**src/rtl/multicycle_main_fsm.sv**
```systemverilog
// multicycle_main_fsm
//   Main control FSM for the multicycle ARM-subset core. It walks the
//   shared datapath through fetch / decode / execute. It also emits the
//   raw RegW / MemW / Branch strobes, which the conditional logic later
//   gates with the condition check.
//
// Ports
//   clk, reset        rising-edge clock, async active-high reset
//   Op[1:0]           instr[27:26]
//   Funct[5:0]        instr[25:20] (Funct[5]=I, Funct[0]=L)
//   MemReady          memory handshake (only with FSM_MEM_WAIT_EN)
//   IRWrite, AdrSrc, ALUSrcA, ALUSrcB[1:0], ALUOp, ResultSrc[1:0],
//   NextPC, RegW, MemW, Branch   datapath controls (Moore decode)
//   State[STATE_W-1:0]           current state code (debug)
//
// Build option
//   FSM_MEM_WAIT_EN   adds the MemReady input. With it, FETCH, MEMREAD
//                     and MEMWRITE stall until memory is ready.
module multicycle_main_fsm #(
  parameter int STATE_W = 4
) (
  input  logic               clk,
  input  logic               reset,
  input  logic [1:0]         Op,
  input  logic [5:0]         Funct,
`ifdef FSM_MEM_WAIT_EN
  input  logic               MemReady,
`endif
  output logic               IRWrite,
  output logic               AdrSrc,
  output logic               ALUSrcA,
  output logic [1:0]         ALUSrcB,
  output logic               ALUOp,
  output logic [1:0]         ResultSrc,
  output logic               NextPC,
  output logic               RegW,
  output logic               MemW,
  output logic               Branch,
  output logic [STATE_W-1:0] State
);

  typedef enum logic [STATE_W-1:0] {
    FETCH    = STATE_W'(0),
    DECODE   = STATE_W'(1),
    MEMADR   = STATE_W'(2),
    MEMREAD  = STATE_W'(3),
    MEMWB    = STATE_W'(4),
    MEMWRITE = STATE_W'(5),
    EXECUTER = STATE_W'(6),
    EXECUTEI = STATE_W'(7),
    ALUWB    = STATE_W'(8),
    BRANCH   = STATE_W'(9)
  } state_t;

  state_t state_q, state_d;
  logic   mem_rdy;

`ifdef FSM_MEM_WAIT_EN
  assign mem_rdy = MemReady;
`else
  assign mem_rdy = 1'b1;
`endif

  // Only I and L are decoded here; the middle Funct bits go to the ALU decoder.
  logic unused_funct;
  assign unused_funct = ^Funct[4:1];

  always_ff @(posedge clk or posedge reset) begin
    if (reset) state_q <= FETCH;
    else       state_q <= state_d;
  end

  always_comb begin
    state_d = state_q;
    unique case (state_q)
      FETCH:    state_d = mem_rdy ? DECODE : FETCH;
      DECODE: begin
        unique case (Op)
          2'b01:   state_d = MEMADR;
          2'b00:   state_d = Funct[5] ? EXECUTEI : EXECUTER;
          2'b10:   state_d = BRANCH;
          default: state_d = FETCH;   // undefined opcode: no-op
        endcase
      end
      MEMADR:   state_d = Funct[0] ? MEMREAD : MEMWRITE;
      MEMREAD:  state_d = mem_rdy ? MEMWB : MEMREAD;
      MEMWB:    state_d = FETCH;
      MEMWRITE: state_d = mem_rdy ? FETCH : MEMWRITE;
      EXECUTER: state_d = ALUWB;
      EXECUTEI: state_d = ALUWB;
      ALUWB:    state_d = FETCH;
      BRANCH:   state_d = FETCH;
      default:  state_d = FETCH;      // illegal codes recover to fetch
    endcase
  end

  always_comb begin
    IRWrite   = 1'b0;
    AdrSrc    = 1'b0;
    ALUSrcA   = 1'b0;
    ALUSrcB   = 2'b00;
    ALUOp     = 1'b0;
    ResultSrc = 2'b00;
    NextPC    = 1'b0;
    RegW      = 1'b0;
    MemW      = 1'b0;
    Branch    = 1'b0;
    unique case (state_q)
      FETCH: begin
        ALUSrcA   = 1'b1;
        ALUSrcB   = 2'b10;
        ResultSrc = 2'b10;
        // Qualified by mem_rdy so the PC moves once per fetch, even when stalled.
        IRWrite   = mem_rdy;
        NextPC    = mem_rdy;
      end
      DECODE: begin
        ALUSrcA   = 1'b1;
        ALUSrcB   = 2'b10;
        ResultSrc = 2'b10;
      end
      MEMADR:   ALUSrcB = 2'b01;
      MEMREAD:  AdrSrc  = 1'b1;
      MEMWB: begin
        ResultSrc = 2'b01;
        RegW      = 1'b1;
      end
      MEMWRITE: begin
        AdrSrc = 1'b1;
        MemW   = 1'b1;   // held through wait cycles
      end
      EXECUTER: ALUOp = 1'b1;
      EXECUTEI: begin
        ALUSrcB = 2'b01;
        ALUOp   = 1'b1;
      end
      ALUWB:    RegW = 1'b1;
      BRANCH: begin
        ALUSrcB   = 2'b01;
        ResultSrc = 2'b10;
        Branch    = 1'b1;
      end
      default: ;
    endcase
  end

  assign State = state_q;

endmodule

```
**config.mk**
```make
export PLATFORM = sky130hd
export DESIGN_NAME = multicycle_main_fsm
export DESIGN_NICKNAME = d
export VERILOG_FILES = /design/src/rtl/multicycle_main_fsm.sv
export SDC_FILE = /design/constraint.sdc
export NUM_CORES = 1
export LEC_CHECK = 0
export BUFFER_PORTS_ARGS = -buffer_cell sky130_fd_sc_hd__buf_2
export CAP_MARGIN = 20
export CORE_AREA = 2 2 39 41
export CTS_CLUSTER_SIZE = 20
export DETAILED_ROUTE_END_ITERATION = 8
export DIE_AREA = 0 0 41 43
export GPL_ROUTABILITY_DRIVEN = 0
export PLACE_DENSITY = 0.66
export SKIP_CTS_REPAIR_TIMING = 1
export SYNTH_ARGS = -nofsm -noshare
export SYNTH_HDL_FRONTEND = slang
export SYNTH_SLANG_ARGS = --single-unit
```
**constraint.sdc**
```tcl
create_clock -name clk -period 1.3 [get_ports clk]
set_input_delay 0.195 -clock clk [delete_from_list [all_inputs] [get_ports clk]]
set_output_delay 0.195 -clock clk [all_outputs]
set_load 0.02 [all_outputs]
```
==> key figures, run 1 <==
Synthesis
  • Largest family of logic cells by synthesized area: simple AND/OR/NAND/NOR gates
  • Register area share after synthesis: 28.5%
  • Most used DFF post-synth: dfrtp_1
  • Area leader, netlist: dfrtp_1
  • Mean post-synth cell area: 8.79 µm²
  • Ys async rst share: 100%
  • Synth Instances: 40
  • Number of synthesized register bits: 4
  • Synth Warn #: 0
  • Syn_nets: 50
  • Synth Cell Area: 352 µm²
  • Post-synthesis compound-gate area fraction: 10.7%
  • Xor and xnor area share after synthesis: 7.47%
  • Ranking of synthesized cells by area: dfrtp_1, buf_6, xnor2_1
  • Top-count cell post-synth: nor3_1
  • Number of flops mapped to enable cells by yosys: 0
  • Mux contribution to synthesized area: 0%
  • Top-area cell type share of the netlist area: 28.5%
  • Post-Synth Simple-Gate Area: 34.2%
  • Yosys cell types: 20
  • Synth top cells by count: nor3_1, dfrtp_1
  • Adder-cell share of the synthesized area: 0%

Global route
  • Largest net degree at the start of global routing: 15
  • Initial antenna violation count: 0
  • First-pass GRT wire length: 1270 µm
  • GR Overflow Total: 0
  • Number of global-route vias before repair: 299
  • Overall Global Routing Usage: 10.7%

Power and ir drop
  • Static Leak: 0.347 nW
  • Total power density per cell area: 3000 nW/µm²
  • Peak VDD IR: 0.00120 V

Clock network
  • Inserted Clock Buffers: 3
  • Worst-case clock buffer depth: 2
  • H-tree depth: 1
  • Root Driver: clkbuf_4
  • Clk Latency, worst-skew pair: 230 ps
  • Reg clk slew, reported paths: 40 ps
  • CTS Sinks: 4
  • CTS tree: yes

Route
  • Vias: 394
  • Residual DRC: 0
  • Drt total wl: 1060 µm
  • Drt wl/cell: 12.2 µm
  • Final ANT Viol Nets: 0
  • 1st-iter DRT viols: 3
  • 1st-pass router iterations: 2
  • Vias per cell: 4.53

Worst setup path
  • CP max stage delay: 430 ps
  • Max FO, Critical Path: 7
  • CP endpoint kind: output pin
  • Slowest CP cell: dfrtp_2
  • Crit path DAT: 1270 ps
  • Startpoint types: flop
  • CP top delay family: flip-flops
  • WS Path Type: reg2out
  • Worst Path Required: 1110 ps
  • Buf/Inv on CP: 2
  • CP Cell Sequence: buf_12, xnor2_2, nor3_2, buf_4

Run
  • Maximum Capacitance Violations: 0

Finish
  • Nets: 83
  • Ant. Diodes: 0
  • Max FFs per register: 4
  • Share of post-route cells with drive strength above 1: 74.6%
  • Final Util: 52.9%
  • Syn-to-layout area delta: 108%
  • Fin cells: 87

Timing
  • Least-Margin Pin Slew: 212 ps
  • Final min period: 1460 ps
  • Slew headroom: 85.7%
  • Tcrit/Tclk final: 112%
  • Setup TNS: -1580 ps
  • Unrepaired setup endpoints after global routing: true
  • Fmax: 684 MHz
  • Clock Skews: 4.99 ps
  • Final setup fails: 12
  • Setup WS post-layout: -161 ps
  • Slew Limit Fails: 0
  • Final-report hold violation count: 0

Floorplan
  • Die Wd: 41 µm
  • Core box area: 1380 µm²
  • Die footprint: 1760 µm²
  • Rows: 14
  • Initial Utilization: 25.4%
  • Boundary Pins: 26
  • DIE HEIGHT: 43 µm

Outcome
  • Failing checks: setup timing
  • Status: finished, violations left

Placement
  • Placed cell count: 76
  • Port Buffers: 21
  • DP Wirelength: 650 µm

Hold path
  • Worst min path class: in2reg
-- final timing paths --
path / startpoint / cells after the start / slack, ps / end
setup reg to reg: State[3] / 4 / 60 / State[1]
min in group asynchronous: reset / 3 / 390 / State[3]
hold / removal: Op[1] / 2 / 280 / State[3]
setup / recovery: State[1] / 4 / -160 / AdrSrc
max in group asynchronous: reset / 3 / 740 / State[2]
hold reg to reg: State[2] / 2 / 600 / State[0]
-- power by group --
group          switching, mW  internal, mW  total, mW
Sequential            0.0856         0.192      0.277
Combinational          0.837         0.933       1.77
Clock                 0.0483         0.103      0.151
Total                  0.971          1.23       2.20
-- stage by stage --
stage | cell area (µm²) | power, mW | worst slack, ps | hold WS (ps)
CTS | 537 | 1.67 | -206 | -169
global route | 732 | 2.34 | -246 | 292
detailed placement | 514 | 1.52 | 45.6 | 80.7
finish | 732 | 2.20 | -161 | 280
floorplan | 412 | 1.28 | -128 | -38.9
global placement | 514 | 1.50 | 41.0 | 81.2
-- routing by layer --
layer | track usage [%] | share of wire (%) | up-vias
li1 | - | - | 199
met1 | 14.3 | 44 | 180
met2 | 14.7 | 50 | 15
met3 | 6.28 | 6.6 | 0
met4 | 2.00 | 0 | 0
met5 | 0 | 0 | -
-- logic make-up (layout without fill, tap and decap cells) --
group           Yosys count  count (layout)
compound gates            5               5
xor+xnor                  3               3
buf+inv                   9              40
simple gates             19              19
flops                     4               4
-- layout by cell type (no fill, tap or decap), types with 2 or more instances in the layout --
| master | instances |
|---|---|
| buf_4 | 15 |
| buf_2 | 8 |
| buf_6 | 6 |
| dfrtp_2 | 3 |
| inv_1 | 3 |
| clkbuf_4 | 3 |
| nor3b_2 | 2 |
| nand2_1 | 2 |
| nor3_1 | 2 |
| nor4b_2 | 2 |
| xnor2_2 | 2 |
| nor2_1 | 2 |
| nor3_2 | 2 |
| clkbuf_16 | 2 |
-- worst reg2reg max path, cell delays in order, from the launching register on --
cell,delay (ps)
dfrtp_4,530
buf_6,160
buf_4,130
buf_4,130
nor3_1,200
-- area by class of cell --
type                       count  area (µm²)
inverter                       3        11.3
multi-input combinational     27         255
clock buffer                   3        22.5
fill                         137         652
timing repair buffer          34         315
sequential                     4         108
tap                           16        20.0
Note: power is estimated with default switching activity, not from simulation.
==> run 2, diff against run 1 <==
==> constraint.sdc (replaced) <==
create_clock -name clk -period 1.7 [get_ports clk]
set_input_delay 0.255 -clock clk [delete_from_list [all_inputs] [get_ports clk]]
set_output_delay 0.255 -clock clk [all_outputs]
set_load 0.02 [all_outputs]
==> run 2 against run 1 <==
The run now ends clean. Power is 48% lower. Clock skew hardly changed. Global-route usage is 0.40 points lower. Clock power is 19% lower. Sequential power is 16% lower. Die area stayed put. Critical endpoint is now ResultSrc[1]. Largest power group unchanged.
==> key figures, run 2 (synthesis results as in run 1) <==
Outcome
  • Status: finished clean

Finish
  • Cell area after layout: 494 µm² (-32%)
  • Fillers: 156 (+14%)
  • Fin cells: 78 (-10%)
  • FF+latch area: 103 µm² (-4.7%)
  • Nets: 74 (-11%)
  • Max FFs per register: 4 (unchanged)
  • Share of post-route cells with drive strength above 1: 56.5% (-18 points)
  • Most frequent cells in the layout: buf_2, nor3_1
  • Ant. Diodes: 0 (unchanged)
  • Multi-input gate area in the final layout: 200 µm² (-22%)
  • Commonest non-fill, non-tap cell in the layout: buf_2
  • Syn-to-layout area delta: 40.6%

Worst setup path
  • CP top delay family: flip-flops
  • Max FO, Critical Path: 11 (+4)
  • Worst Path Required: 1440 ps (+330 ps)
  • WS Path Type: reg2out
  • Buf/Inv on CP: 2 (unchanged)
  • Worst R2R Setup Slack: 520 ps (+460 ps)
  • Startpoint types: flop
  • CP Cell Sequence: buf_4, nor3_2, nand2b_1, buf_2
  • Crit path DAT: 1310 ps (+40 ps)
  • Slowest CP cell: dfrtp_2
  • CP endpoint kind: output pin
  • CP max stage delay: 490 ps (+60 ps)

Clock network
  • Worst-case clock buffer depth: 2 (unchanged)
  • Clk Latency, worst-skew pair: 240 ps (about the same)
  • CTS Sinks: 4 (unchanged)
  • H-tree depth: 1 (unchanged)
  • CTS tree: yes
  • Root Driver: clkbuf_4
  • Reg clk slew, reported paths: 40 ps (about the same)
  • Inserted Clock Buffers: 3 (unchanged)

Power and ir drop
  • Internal power: 546 µW (-56%)
  • Sw power: 605 µW (-38%)
  • Net Sw Frac: 52.6% (+8.4 points)
  • Sequential power share: 20.3% (+7.7 points)
  • Clk network pwr share: 10.7% (+3.8 points)
  • Peak VDD IR: 0.000507 V (-58%)
  • Total power: 1.15 mW (-48%)
  • Total power density per cell area: 2330 nW/µm² (-22%)
  • Static Leak: 0.260 nW (-25%)
  • Comb pwr share: 69.0% (-12 points)

Placement
  • Port Buffers: 21 (unchanged)
  • DP Area: 454 µm² (-12%)
  • Pre-CTS setup slack: 228 ps (+182 ps)
  • Placed cell count: 74 (-2.6%)
  • DP Wirelength: 604 µm (-7.2%)

Floorplan
  • Rows: 14 (unchanged)
  • Core box area: 1380 µm² (unchanged)
  • Die Wd: 41 µm (unchanged)
  • Initial Utilization: 25.4% (unchanged)
  • DIE HEIGHT: 43 µm (unchanged)
  • Boundary Pins: 26 (unchanged)
  • Die footprint: 1760 µm² (unchanged)

Global route
  • Number of global-route vias before repair: 286 (-4.3%)
  • Initial antenna violation count: 0 (unchanged)
  • Overall Global Routing Usage: 10.3% (-0.40 points)
  • First-pass GRT wire length: 1190 µm (-6.5%)
  • Largest net degree at the start of global routing: 15 (unchanged)
  • GR Overflow Total: 0 (unchanged)

Hold path
  • Worst min path class: in2reg

Route
  • Final ANT Viol Nets: 0 (unchanged)
  • Vias per cell: 4.65 (+2.8%)
  • 1st-pass router iterations: 2 (unchanged)
  • Vias: 363 (-7.9%)
  • 1st-iter DRT viols: 4 (+1)
  • Residual DRC: 0 (unchanged)
  • Drt total wl: 827 µm (-22%)
  • Drt wl/cell: 10.6 µm (-13%)

Timing
  • Tcrit/Tclk final: 92.1%
  • Slew Limit Fails: 0 (unchanged)
  • Fmax: 639 MHz
  • Final-report hold violation count: 0 (unchanged)
  • Slew headroom: 82.4% (-3.3 points)
  • Setup WS post-layout: 134 ps (+295 ps)
  • Final setup fails: 0 (-12)
  • Final min period: 1570 ps
  • Least-Margin Pin Slew: 264 ps (+51.2 ps)
  • Unrepaired setup endpoints after global routing: false
  • Clock Skews: 4.91 ps (-0.0808 ps)

Run
  • Maximum Capacitance Violations: 0 (unchanged)
[run 2: per-layer routing]
metal	vias to the layer above	part of all wire, %	wire, µm	track usage [%]
met3	2	4.7	39	1.57
li1	182	-	-	-
met1	168	44	360	12.1
met5	-	0	0	0
met4	0	2.5	21	10.0
met2	11	49	406	14.7
[run 2: worst paths after layout]
check	startpoint	endpoint	depth (start not counted)
max	State[1]	ResultSrc[1]	4
min	Op[1]	State[3]	2
max reg2reg	State[1]	State[3]	3
min reg2reg	State[0]	State[0]	1
max in group asynchronous	reset	State[3]	3
min in group asynchronous	reset	State[2]	3
[run 2: per-stage QoR]
stage / utilization (%) / TNS (ps) / hold WS [ps]
final: 35.7 / 0 / 321
after global routing: 35.7 / 0 / 337
after CTS: 34.4 / -36.8 / -116
after detailed placement: 32.8 / 0 / 144
after global placement: 32.8 / 0 / 138
after floorplan: - / -71.6 / 21.1
[run 2: area by class of cell]
| class | instances | area share, % |
|---|---|---|
| multi-input combinational | 27 | 40.5 |
| inverter | 3 | 2.28 |
| sequential | 4 | 20.8 |
| timing repair buffer | 25 | 27.8 |
| tap | 16 | 4.05 |
| clock buffer | 3 | 4.56 |
[run 2: power groups by stage]
stage          clock network (mW)  logic, mW  registers (mW)
2_1_floorplan                   0      0.651           0.224
5_1_grt                     0.131      0.872           0.244
6_report                    0.123      0.795           0.233
3_5_place_dp                    0      0.794           0.228
4_1_cts                     0.128      0.797           0.225
3_3_place_gp                    0      0.785           0.224
